**src/rtl/pe_csc_loader_pkg.sv**
```systemverilog
// rtl/pe_csc_loader_pkg.sv - shared PE package: CSC loader FSM encoding and stream-format constants
package pe_csc_loader_pkg;

  localparam logic [1:0] ST_IDLE = 2'd0;
  localparam logic [1:0] ST_LEN  = 2'd1;
  localparam logic [1:0] ST_DATA = 2'd2;

  // A zero in the header or length slot marks an empty segment or column
  localparam int EMPTY_COUNT = 0;

endpackage

```
**src/rtl/pe_csc_loader.sv**
```systemverilog
// rtl/pe_csc_loader.sv - parses a CSC segment stream into data and column-pointer scratchpad writes
module pe_csc_loader
  import pe_csc_loader_pkg::*;
#(
  parameter int DATA_IN_WIDTH   = 8,
  parameter int DATA_SPAD_DEPTH = 16,
  parameter int ADDR_SPAD_DEPTH = 8,
  localparam int DATA_AW = $clog2(DATA_SPAD_DEPTH),
  localparam int ADDR_AW = $clog2(ADDR_SPAD_DEPTH)
) (
  input  logic                     clk,
  input  logic                     rst,
  input  logic                     in_valid,
  input  logic [DATA_IN_WIDTH-1:0] in_data,
  output logic                     in_ready,
  output logic                     data_spad_we,
  output logic [DATA_AW-1:0]       data_spad_waddr,
  output logic [DATA_IN_WIDTH-1:0] data_spad_wdata,
  output logic                     addr_spad_we,
  output logic [ADDR_AW-1:0]       addr_spad_waddr,
  output logic [DATA_AW:0]         addr_spad_wdata,
  output logic                     busy,
  output logic                     load_done,
  output logic                     overflow_err
);

  localparam logic [DATA_AW:0]         PTR_FULL  = (DATA_AW+1)'(DATA_SPAD_DEPTH);
  localparam logic [DATA_IN_WIDTH:0]   COL_LIMIT = (DATA_IN_WIDTH+1)'(ADDR_SPAD_DEPTH);
  localparam logic [DATA_IN_WIDTH-1:0] EMPTY     = DATA_IN_WIDTH'(EMPTY_COUNT);

  logic [1:0]               state;
  logic [DATA_IN_WIDTH-1:0] num_cols;
  logic [DATA_IN_WIDTH-1:0] col_idx;
  logic [DATA_IN_WIDTH-1:0] data_left;
  logic [DATA_AW:0]         ptr;

  logic             ptr_full;
  logic [DATA_AW:0] ptr_inc;
  logic [DATA_AW:0] end_ptr;
  logic             col_in_range;
  logic             last_col;
  logic             col_end;

  // col_end marks the accepted word that closes a column: a zero length, or its last data word
  always_comb begin
    ptr_full     = (ptr == PTR_FULL);
    ptr_inc      = ptr_full ? ptr : ptr + 1'b1;
    end_ptr      = (state == ST_DATA) ? ptr_inc : ptr;
    col_in_range = ({1'b0, col_idx} < COL_LIMIT);
    last_col     = (col_idx == num_cols - 1'b1);
    col_end      = in_valid &&
                   (((state == ST_LEN) && (in_data == EMPTY)) ||
                    ((state == ST_DATA) && (data_left == DATA_IN_WIDTH'(1))));
  end

  assign in_ready = 1'b1;
  assign busy     = (state != ST_IDLE);

  always_ff @(posedge clk) begin
    if (rst) begin
      state           <= ST_IDLE;
      num_cols        <= '0;
      col_idx         <= '0;
      data_left       <= '0;
      ptr             <= '0;
      data_spad_we    <= 1'b0;
      data_spad_waddr <= '0;
      data_spad_wdata <= '0;
      addr_spad_we    <= 1'b0;
      addr_spad_waddr <= '0;
      addr_spad_wdata <= '0;
      load_done       <= 1'b0;
      overflow_err    <= 1'b0;
    end else begin
      data_spad_we <= 1'b0;
      addr_spad_we <= 1'b0;
      load_done    <= 1'b0;
      if (in_valid) begin
        case (state)
          ST_IDLE: begin
            overflow_err <= 1'b0;
            if (in_data == EMPTY) begin
              load_done <= 1'b1;
            end else begin
              num_cols <= in_data;
              col_idx  <= '0;
              ptr      <= '0;
              state    <= ST_LEN;
            end
          end
          ST_LEN: begin
            if (in_data != EMPTY) begin
              data_left <= in_data;
              state     <= ST_DATA;
            end
          end
          ST_DATA: begin
            data_left <= data_left - 1'b1;
            ptr       <= ptr_inc;
            if (!ptr_full) begin
              data_spad_we    <= 1'b1;
              data_spad_waddr <= ptr[DATA_AW-1:0];
              data_spad_wdata <= in_data;
            end else begin
              overflow_err <= 1'b1;
            end
          end
          default: state <= ST_IDLE;
        endcase

        // Column close overrides the state chosen above
        if (col_end) begin
          if (col_in_range) begin
            addr_spad_we    <= 1'b1;
            addr_spad_waddr <= col_idx[ADDR_AW-1:0];
            addr_spad_wdata <= end_ptr;
          end else begin
            overflow_err <= 1'b1;
          end
          if (last_col) begin
            state     <= ST_IDLE;
            load_done <= 1'b1;
          end else begin
            col_idx <= col_idx + 1'b1;
            state   <= ST_LEN;
          end
        end
      end
    end
  end

endmodule
```
**config.mk**
```make
export PLATFORM = sky130hd
export DESIGN_NAME = pe_csc_loader
export DESIGN_NICKNAME = d
export VERILOG_FILES = /design/src/rtl/pe_csc_loader_pkg.sv /design/src/rtl/pe_csc_loader.sv
export SDC_FILE = /design/constraint.sdc
export NUM_CORES = 1
export LEC_CHECK = 0
export BUFFER_PORTS_ARGS = -buffer_cell sky130_fd_sc_hd__buf_2
export CAP_MARGIN = 15
export CORE_AREA = 2 2 71 73
export DETAILED_ROUTE_END_ITERATION = 10
export DIE_AREA = 0 0 73 75
export GPL_ROUTABILITY_DRIVEN = 0
export GPL_TIMING_DRIVEN = 1
export PLACE_DENSITY_LB_ADDON = 0.15
export RECOVER_POWER = 50
export SLEW_MARGIN = 40
export SYNTH_ARGS = -nofsm -noshare
export SYNTH_HDL_FRONTEND = slang
export SYNTH_SLANG_ARGS = --single-unit
export TNS_END_PERCENT = 30
```
**constraint.sdc**
```tcl
create_clock -name clk -period 5.89 [get_ports clk]
set_clock_uncertainty 0.2 [all_clocks]
set_input_delay 0.589 -clock clk [delete_from_list [all_inputs] [get_ports clk]]
set_output_delay 0.589 -clock clk [all_outputs]
set_load 0.02 [all_outputs]
```
==> results.toml, run 1 <==
[drt]
route.detailed.drc = 0
via_per_inst = 5.99
vias = 2534
dr.pass1.iters = 4
wire_per_inst_um = 15.3
drt_iter0_drc = 115
final_antenna_net_count = 0
routed_wl_um = 6460

[pwr]
power_density_nw_per_um2 = 246
ir_drop_v = 0.000126
p_leak_uw = 0.00113

[placement]
io_buffers = 35
dp_hpwl_um = 4520
pre_cts_slack_ns = 2.72
dpl_cell_area_sq_um = 3000

[worst_setup_path]
cp.arrival_ns = 2.92
critPathMaxStageDelay_ns = 0.60
cp.buffers_inverters = 1
cp_slowest_cell = "and3_1"
critPathKind = "in2reg"
cpLargestDelayFamily = "simple AND/OR/NAND/NOR gates"
path_cells = "buf_2 -> or4_4 -> or4b_1 -> o31ai_4 -> and3_1 -> mux2i_1 -> nor2_1"
start_kind = "primary input"
cp-end-kind = "flip-flop"
cp_data_required_time_ns = 5.88
cp_max_fo = 12

[clock_tree]
cts_buffer_depth = 2
clock_latency_ns = 0.31
cts_root_buffer = "clkbuf_8"
cts_buffers = 5
postCtsSetupRepairBufs = 0
cts_tree = "built"
post_cts_resize_count = 0
cts_num_sinks = 55
htreeDepth = 2
hold_buffers = 0
clkSlewWorstSetupHoldPaths_ns = 0.10

[synth]
yosysTopAreaCell = "dfxtp_1"
synth_most_common_cell = "dfxtp_1"
synthCells = 346
synth_ff_type = "dfxtp_1"
synth_compound_area_frac = 0.200
synthArstFlopShare = 0
muxShareOfSynthArea = 0.0495
yosys.area_share.simple = 0.246
ys_top_cells_by_area = "dfxtp_1 (39%), nor2_1 (6.2%), nand2_1 (5.3%)"
yosysUniqueCellTypes = 56
yosys_warnings = 0
syn_area_sq_um = 2850
synth_top_family_by_area = "simple AND/OR/NAND/NOR gates"
synth_seq_area_share = 0.386
ys_seq_elements = 55
syn-mean-instance-area_sq_um = 8.25
synth_nets = 363
synthAdderAreaFrac = 0.0263
synth-xor-area-share = 0.0399
yosysTopAreaCellShare = 0.386
synth-edff-count = 0
synth_commonest_cells = "dfxtp_1 (55), nor2_1 (47), nand2_1 (40), a21oi_1 (25)"

[cells_and_area]
multiInputGateArea_sq_um = 1600
area_growth_syn_to_layout_pct = 8.07
fill_cells = 422
n_antenna_cell = 0
register_area_sq_um = 1100
drive_gt1_frac = 0.0894
utilization = 0.662
nNetsFinal = 385
fin_area_sq_um = 3080

[grt]
met2_usage = 0.400
grt_first_pass_wirelength_um = 10500
grt.busiest_layer = "met2"
use_met1 = 0.335
antenna_found_initial = 0
use_met3 = 0.0321
gr-total-overflow = 0
grt_pass1_vias = 2245
grt_start_max_net_pins = 49
track_usage = 0.242

[sta]
fin_crit_sh = 0.497
fmax_mhz = 342
finalWorstPathRequiredPeriod_ns = 2.93
finalHoldViolCount = 0
setup_viol = 0
maxSlewViolCount = 0
setup_tns_ns = 0
max_slew.worst_pin.slew_ns = 0.844
rsz0062_at_grt = "no"
setup_ws_ns = 2.96
slew_headroom = 0.437

[floorplanning]
core_area_sq_um = 4660
die_x_um = 73
start_util = 0.612
die-area_sq_um = 5480
io_pins = 37
die-height_um = 75
placementRows = 25

[worst_hold_path]
hp-class = "reg2reg"

[flow_run]
drv_cap = 0

[status]
status = "finished, final reports clean"
cells in the final DEF, fill, tap and decap left out, types with 3 or more instances in the layout:
cell type / n
nand3_1: 13
a21bo_2: 3
and3_1: 4
o211ai_1: 5
ha_1: 6
o21ai_0: 15
nand2b_1: 5
nor2b_1: 6
or4_1: 3
a22oi_1: 3
a21oi_1: 25
xnor2_1: 8
clkbuf_1: 26
nor2_1: 46
dfxtp_1: 55
mux2i_1: 13
and2_1: 4
a22o_1: 5
buf_2: 8
xor2_1: 5
or3_1: 3
nand2_1: 40
a211oi_1: 4
clkbuf_8: 6
a211oi_2: 4
inv_1: 10
nand4_1: 5
cells by family (layout without fill, tap and decap cells):
group                    count (synthesis)  in the layout
AND/OR/NAND/NOR                        145            145
AO/OA/AOI/OAI                           81             81
flip-flops                              55             55
buffers and inverters                   31             54
multiplexers                            14             14
XOR/XNOR                                13             13
adder cells (fa/ha/maj)                  6              6
other                                    1              1
report_power, final:
part,switching (uW),internal (uW)
clock network,127,140
registers,11.6,382
logic,62.8,34.8
worst reg2reg max path, stage by stage, from the launching register on:
cell     delay, ns
dfxtp_1       0.37
inv_1         0.07
ha_1          0.16
or3b_1        0.34
a211o_1       0.30
nor4_1        0.43
nand3_1       0.32
and3_1        0.34
mux2_2        0.27
state kept, by name (all words and copies together) (netlist names):
signal,count
addr_spad_waddr,3
addr_spad_wdata,5
num_cols,8
overflow_err,1
data_left,8
data_spad_waddr,4
load_done,1
addr_spad_we,1
data_spad_we,1
data_spad_wdata,8
ptr,5
col_idx,8
state,2
path summary, 6_finish.rpt:
check | start | to | slack [ns] | depth (start not counted)
hold reg to reg | data_spad_waddr[1] | data_spad_waddr[1] | 0.26 | 2
setup reg to reg | num_cols[0] | col_idx[0] | 2.98 | 8
setup / recovery | in_data[4] | addr_spad_waddr[0] | 2.96 | 7
hold / removal | data_spad_waddr[1] | data_spad_waddr[1] | 0.26 | 2
through the flow:
step                hold WS [ns]  total power, uW  cells
floorplan                  0.255              474    346
global route               0.290              789    423
global placement           0.240              497    415
CTS                        0.262              765    423
finish                     0.264              759    423
detailed placement         0.246              499    415
per-layer routing:
metal	up-vias	part of all wire	routed length [um]
li1	1256	-	-
met2	73	0.48	3120
met3	11	0.041	268
met5	-	0	0
met4	0	0.011	72
met1	1194	0.46	3000
layout make-up:
class	count	area share
Sequential cell	55	0.357
Clock buffer	6	0.0268
Multi-Input combinational cell	260	0.520
Clock inverter	2	0.0126
Inverter	10	0.0122
Tap cell	54	0.0219
Timing Repair Buffer	36	0.0495
(Power assumes the default switching activity.)
==> run 2, diff against run 1 <==
ABC_AREA = 1   (was not set)
CORE_AREA = 2 2 80 82   (was 2 2 71 73)
DIE_AREA = 0 0 82 84   (was 0 0 73 75)
clock period = 2.4 ns   (was 5.89 ns; I/O delays follow)
==> results.toml, run 2 <==
[worst_setup_path]
path_cells = "inv_1 -> ha_1 -> or2_2 -> nand3_1 -> nor2_1 -> nand2_1 -> nor2_2 -> nand3_2 -> nand2_1 -> nand2_1 -> nand3_1 -> a21oi_1"
start_kind = "flip-flop"
cp-end-kind = "flip-flop"
cp_data_required_time_ns = 2.44
cp_max_fo = 11
r2r-start = "num_cols[0]"
cp_common_cell = "nand2_1"
r2r-end = "col_idx[1]"
cpLargestDelayFamily = "simple AND/OR/NAND/NOR gates"
cp.buffers_inverters = 1
cp.arrival_ns = 2.27
worstRegToRegCells = 12
regToRegSetupSlack_ns = 0.17
cp_slowest_cell = "dfxtp_1"
critPathKind = "reg2reg"
critPathMaxStageDelay_ns = 0.38

[synth]
synth-edff-count = 0
synth_most_common_cell = "nand2_1"
synthArstFlopShare = 0
yosysTopAreaCellShare = 0.363
yosysUniqueCellTypes = 40
syn-mean-instance-area_sq_um = 7.01
ys_seq_elements = 55
syn_area_sq_um = 3030
yosys_warnings = 0
synth_commonest_cells = "nand2_1 (77), dfxtp_1 (55), nor2_1 (48), inv_1 (47), a21oi_1 (45)"
synth_seq_area_share = 0.363
synth_ff_type = "dfxtp_1"
synthCells = 433
yosysTopAreaCell = "dfxtp_1"
ys_top_cells_by_area = "dfxtp_1 (36%), nand2_1 (9.5%), a21oi_1 (7.4%)"
synth_nets = 450

[drt]
wire_per_inst_um = 12.9
via_per_inst = 5.25
dr.pass1.iters = 7
drt_iter0_drc = 92
vias = 2851
final_antenna_net_count = 0
route.detailed.drc = 2
routed_wl_um = 7030

[clock_tree]
htreeDepth = 2
clkSlewWorstSetupHoldPaths_ns = 0.10
post_cts_resize_count = 0
cts_num_sinks = 55
postCtsSetupRepairBufs = 0
cts_tree = "built"
cts_buffers = 5
clock_latency_ns = 0.30
cts_root_buffer = "clkbuf_8"
cts_buffer_depth = 2
hold_buffers = 0

[cells_and_area]
drive_gt1_frac = 0.101
layout_commonest_cell = "nand2_1"
fin_cells = 543
fin_area_sq_um = 3300
layout_common_cells = "nand2_1 (78), dfxtp_1 (55), inv_1 (49), nor2_1 (49), a21oi_1 (45)"
n_antenna_cell = 0
fill_cells = 628
register_area_sq_um = 1100
multiInputGateArea_sq_um = 1630
nNetsFinal = 482
area_growth_syn_to_layout_pct = 8.82

[pwr]
cellInternalPower_uw = 1340
p_leak_uw = 0.00144
power_density_nw_per_um2 = 585
clkPwrFrac = 0.292
swShare = 0.308
switching_power_uw = 595
seqPwrFrac = 0.517
p_comb_frac = 0.191
total_power_uw = 1930
ir_drop_v = 0.000276

[placement]
io_buffers = 35
dpl_cell_area_sq_um = 3250
dp.cells = 535
dp_hpwl_um = 5220

[sta]
maxSlewViolCount = 0
setup_tns_ns = 0
fmax_mhz = 448
finalHoldViolCount = 0
setup_viol = 0
finalWorstPathRequiredPeriod_ns = 2.23
rsz0062_at_grt = "no"
fin_crit_sh = 0.930
fin_hold_ws_ns = 0.0369

[floorplanning]
placementRows = 29
die-height_um = 84
core_area_sq_um = 6100
io_pins = 37
die_x_um = 82
die-area_sq_um = 6890
start_util = 0.498

[grt]
grt_start_max_net_pins = 36
track_usage = 0.220
gr-total-overflow = 0
antenna_found_initial = 0
grt_pass1_vias = 2684
grt_first_pass_wirelength_um = 12200

[status]
status = "complete, but fails checks"
violations = "DRC"

[worst_hold_path]
worstHoldPathCells = 3
hp-start = "in_data[3]"
hp-class = "in2reg"
whs_endpoint = "data_spad_wdata[3]"

[flow_run]
drv_cap = 0
==> run 2: changes by cell type after synthesis, moves of 6 or more <==
cell and change:
a21oi_1 +20, clkbuf_1 -9, inv_1 +37, mux2i_1 -13, nand2_1 +37, nand3_1 +20, nor2_2 +7, nor2b_1 -6
o21ai_0 +26, xnor2_1 -7
==> run 2: metrics by stage <==
step,util,setup slack [ns]
2_1_floorplan,-,0.465
3_3_place_gp,0.533,0.254
3_5_place_dp,0.533,0.170
4_1_cts,0.550,0.163
5_1_grt,0.542,0.00987
6_report,0.542,0.169
==> run 2: power groups by stage <==
stage | registers (uW) | logic, uW | clock network, uW
3_3_place_gp | 1020 | 368 | 0
3_5_place_dp | 1020 | 374 | 0
6_report | 999 | 369 | 565
5_1_grt | 1010 | 422 | 616
2_1_floorplan | 1020 | 287 | 0
4_1_cts | 999 | 376 | 585
==> run 2: metal layers <==
metal	routed length [um]	track usage	up-vias	share of wire
met2	3430	0.383	36	0.49
met3	159	0.0335	6	0.023
met5	0	0	-	0
met4	89	0.0470	0	0.013
li1	-	-	1487	-
met1	3350	0.283	1322	0.48
==> run 2: worst max path at each step <==
stage	endpoint	cells after the start	startpoint	slack (ns)
after floorplan	col_idx[6]	14	num_cols[0]	0.46
after detailed placement	col_idx[1]	12	num_cols[0]	0.17
after global routing	col_idx[1]	14	num_cols[0]	0.01
after global placement	col_idx[0]	11	num_cols[0]	0.25
final	col_idx[1]	12	num_cols[0]	0.17
after CTS	col_idx[1]	12	num_cols[0]	0.16
==> run 2: logic make-up after synthesis <==
logic type               synth area share
AND/OR/NAND/NOR                     0.301
AO/OA/AOI/OAI                       0.193
buffers and inverters              0.0936
flip-flops                          0.363
XOR/XNOR                           0.0231
adder cells (fa/ha/maj)            0.0247
other                             0.00124
==> run 2: worst register-to-register path, stage by stage, from the launching register on <==
cell,delay [ns]
dfxtp_1,0.38
inv_1,0.11
ha_1,0.31
or2_2,0.27
nand3_1,0.08
nor2_1,0.04
nand2_1,0.07
nor2_2,0.04
nand3_2,0.17
nand2_1,0.20
nand2_1,0.10
nand3_1,0.07
a21oi_1,0.12
==> run 2: layout make-up <==
class,count,area share
clock inverter,1,0.00227
inverter,52,0.0599
multi-input combinational,312,0.493
timing repair buffer,39,0.0527
tap,77,0.0292
clock buffer,7,0.0292
sequential,55,0.333
==> run 3, diff against run 2 <==
CELL_PAD_IN_SITES_DETAIL_PLACEMENT = 1   (was not set)
CELL_PAD_IN_SITES_GLOBAL_PLACEMENT = 2   (was not set)
CORE_AREA = 2 2 106 108   (was 2 2 80 82)
DIE_AREA = 0 0 108 110   (was 0 0 82 84)
==> results.toml, run 3 (same netlist as run 2, synthesis figures left out) <==
[status]
status = "finished, final reports clean"

[worst_setup_path]
path_cells = "inv_1 -> ha_1 -> inv_1 -> nand2_1 -> nand3_1 -> nand2_1 -> nor2_1 -> nand2_1 -> nor2_4 -> nand3_4 -> nand2_4 -> a21oi_1 -> nor3_1"
cp_common_cell = "nand2_1"
cp.buffers_inverters = 2
cpLargestDelayFamily = "simple AND/OR/NAND/NOR gates"
cp_data_required_time_ns = 2.45
cp-end-kind = "flip-flop"
critPathMaxStageDelay_ns = 0.38
cp.arrival_ns = 2.19
start_kind = "flip-flop"
critPathKind = "reg2reg"
cp_slowest_cell = "dfxtp_1"
cp_max_fo = 6

[clock_tree]
clkSlewWorstSetupHoldPaths_ns = 0.10
clock_latency_ns = 0.33
htreeDepth = 2
cts_tree = "built"
cts_buffers = 5
cts_buffer_depth = 2
cts_root_buffer = "clkbuf_8"
cts_num_sinks = 55
hold_buffers = 0

[cells_and_area]
layout_common_cells = "nand2_1 (77), dfxtp_1 (55), inv_1 (49)"
fin_area_sq_um = 3490
n_antenna_cell = 0
area_growth_syn_to_layout_pct = 15.0
nNetsFinal = 487
layout_commonest_cell = "nand2_1"
utilization = 0.326
drive_gt1_frac = 0.113

[drt]
dr.pass1.iters = 4
routed_wl_um = 9140
wire_per_inst_um = 15.0
final_antenna_net_count = 0
drt_iter0_drc = 71
route.detailed.drc = 0
via_per_inst = 4.78
vias = 2920

[pwr]
swShare = 0.305
clkPwrFrac = 0.348
power_density_nw_per_um2 = 618
ir_drop_v = 0.000433
cellInternalPower_uw = 1500
seqPwrFrac = 0.463
total_power_uw = 2160
p_leak_uw = 0.00148
p_comb_frac = 0.189
switching_power_uw = 658

[placement]
dp_hpwl_um = 6930
io_buffers = 35
dpl_cell_area_sq_um = 3370

[sta]
rsz0062_at_grt = "no"
setup_viol = 0
fmax_mhz = 467
setup_tns_ns = 0
fin_hold_ws_ns = 0.0174
finalHoldViolCount = 0
maxSlewViolCount = 0
finalWorstPathRequiredPeriod_ns = 2.14
fin_crit_sh = 0.893

[worst_hold_path]
hp-class = "in2reg"

[grt]
grt_pass1_vias = 3044
track_usage = 0.166
gr-total-overflow = 0
grt_first_pass_wirelength_um = 15200
antenna_found_initial = 0
grt_start_max_net_pins = 21

[floorplanning]
io_pins = 37
die_x_um = 108
die-height_um = 110
core_area_sq_um = 10700
start_util = 0.284
placementRows = 38
die-area_sq_um = 11900

[flow_run]
drv_cap = 0
==> run 3: changes by cell type in the layout (fill, tap and decap cells not counted), sizes merged <==
cell / change
nand3: +1
clkinvlp: -1
buf: +4
clkbuf: -1
bufinv: +2
==> run 3: final cells by class <==
class	instances	area (sq um)
Sequential cell	55	1100
Clock buffer	6	72.6
Multi-Input combinational cell	313	1670
Inverter	52	198
Timing Repair Buffer	43	216
Clock inverter	2	60.1
Tap cell	140	175
Fill cell	1408	7210
==> run 3: power groups by stage <==
stage	logic [uW]	registers (uW)	clock network, uW
floorplan	287	1020	0
CTS	407	1000	783
detailed placement	404	1020	0
global route	471	1010	815
global placement	397	1020	0
finish	409	999	750
==> run 3: path summary, 6_finish.rpt <==
kind                startpoint                  to  slack [ns]  depth (start not counted)
hold / removal      in_data[3]  data_spad_wdata[3]        0.02                          3
setup reg to reg   num_cols[0]          col_idx[0]        0.26                         13
hold reg to reg   data_left[5]        data_left[5]        0.29                          2
setup / recovery   num_cols[0]          col_idx[0]        0.26                         13
==> run 3: repair_timing <==
item | in CTS | in global routing
setup endpoints to repair | 0 | 8
gates resized for setup | 0 | 4
buffers inserted | 0 | 0
==> run 3: worst register-to-register path, stage by stage, from the launching register on <==
cell and delay (ns):
dfxtp_1 0.38, inv_1 0.11, ha_1 0.26, inv_1 0.08, nand2_1 0.07, nand3_1 0.08, nand2_1 0.06, nor2_1 0.09
nand2_1 0.09, nor2_4 0.15, nand3_4 0.15, nand2_4 0.13, a21oi_1 0.07, nor3_1 0.15
==> run 3: through the flow <==
step	cells	setup WS, ns
after floorplan	433	0.465
after global placement	602	0.226
after detailed placement	602	0.0798
after CTS	610	0.0462
after global routing	611	0.00796
final	611	0.257
==> run 3: metal layers <==
metal  wire (um)  GRT usage  share of wire
met1        4370      0.205           0.48
met2        4390      0.290           0.48
met3         259     0.0388          0.028
met4         125     0.0412          0.014
met5           0          0              0
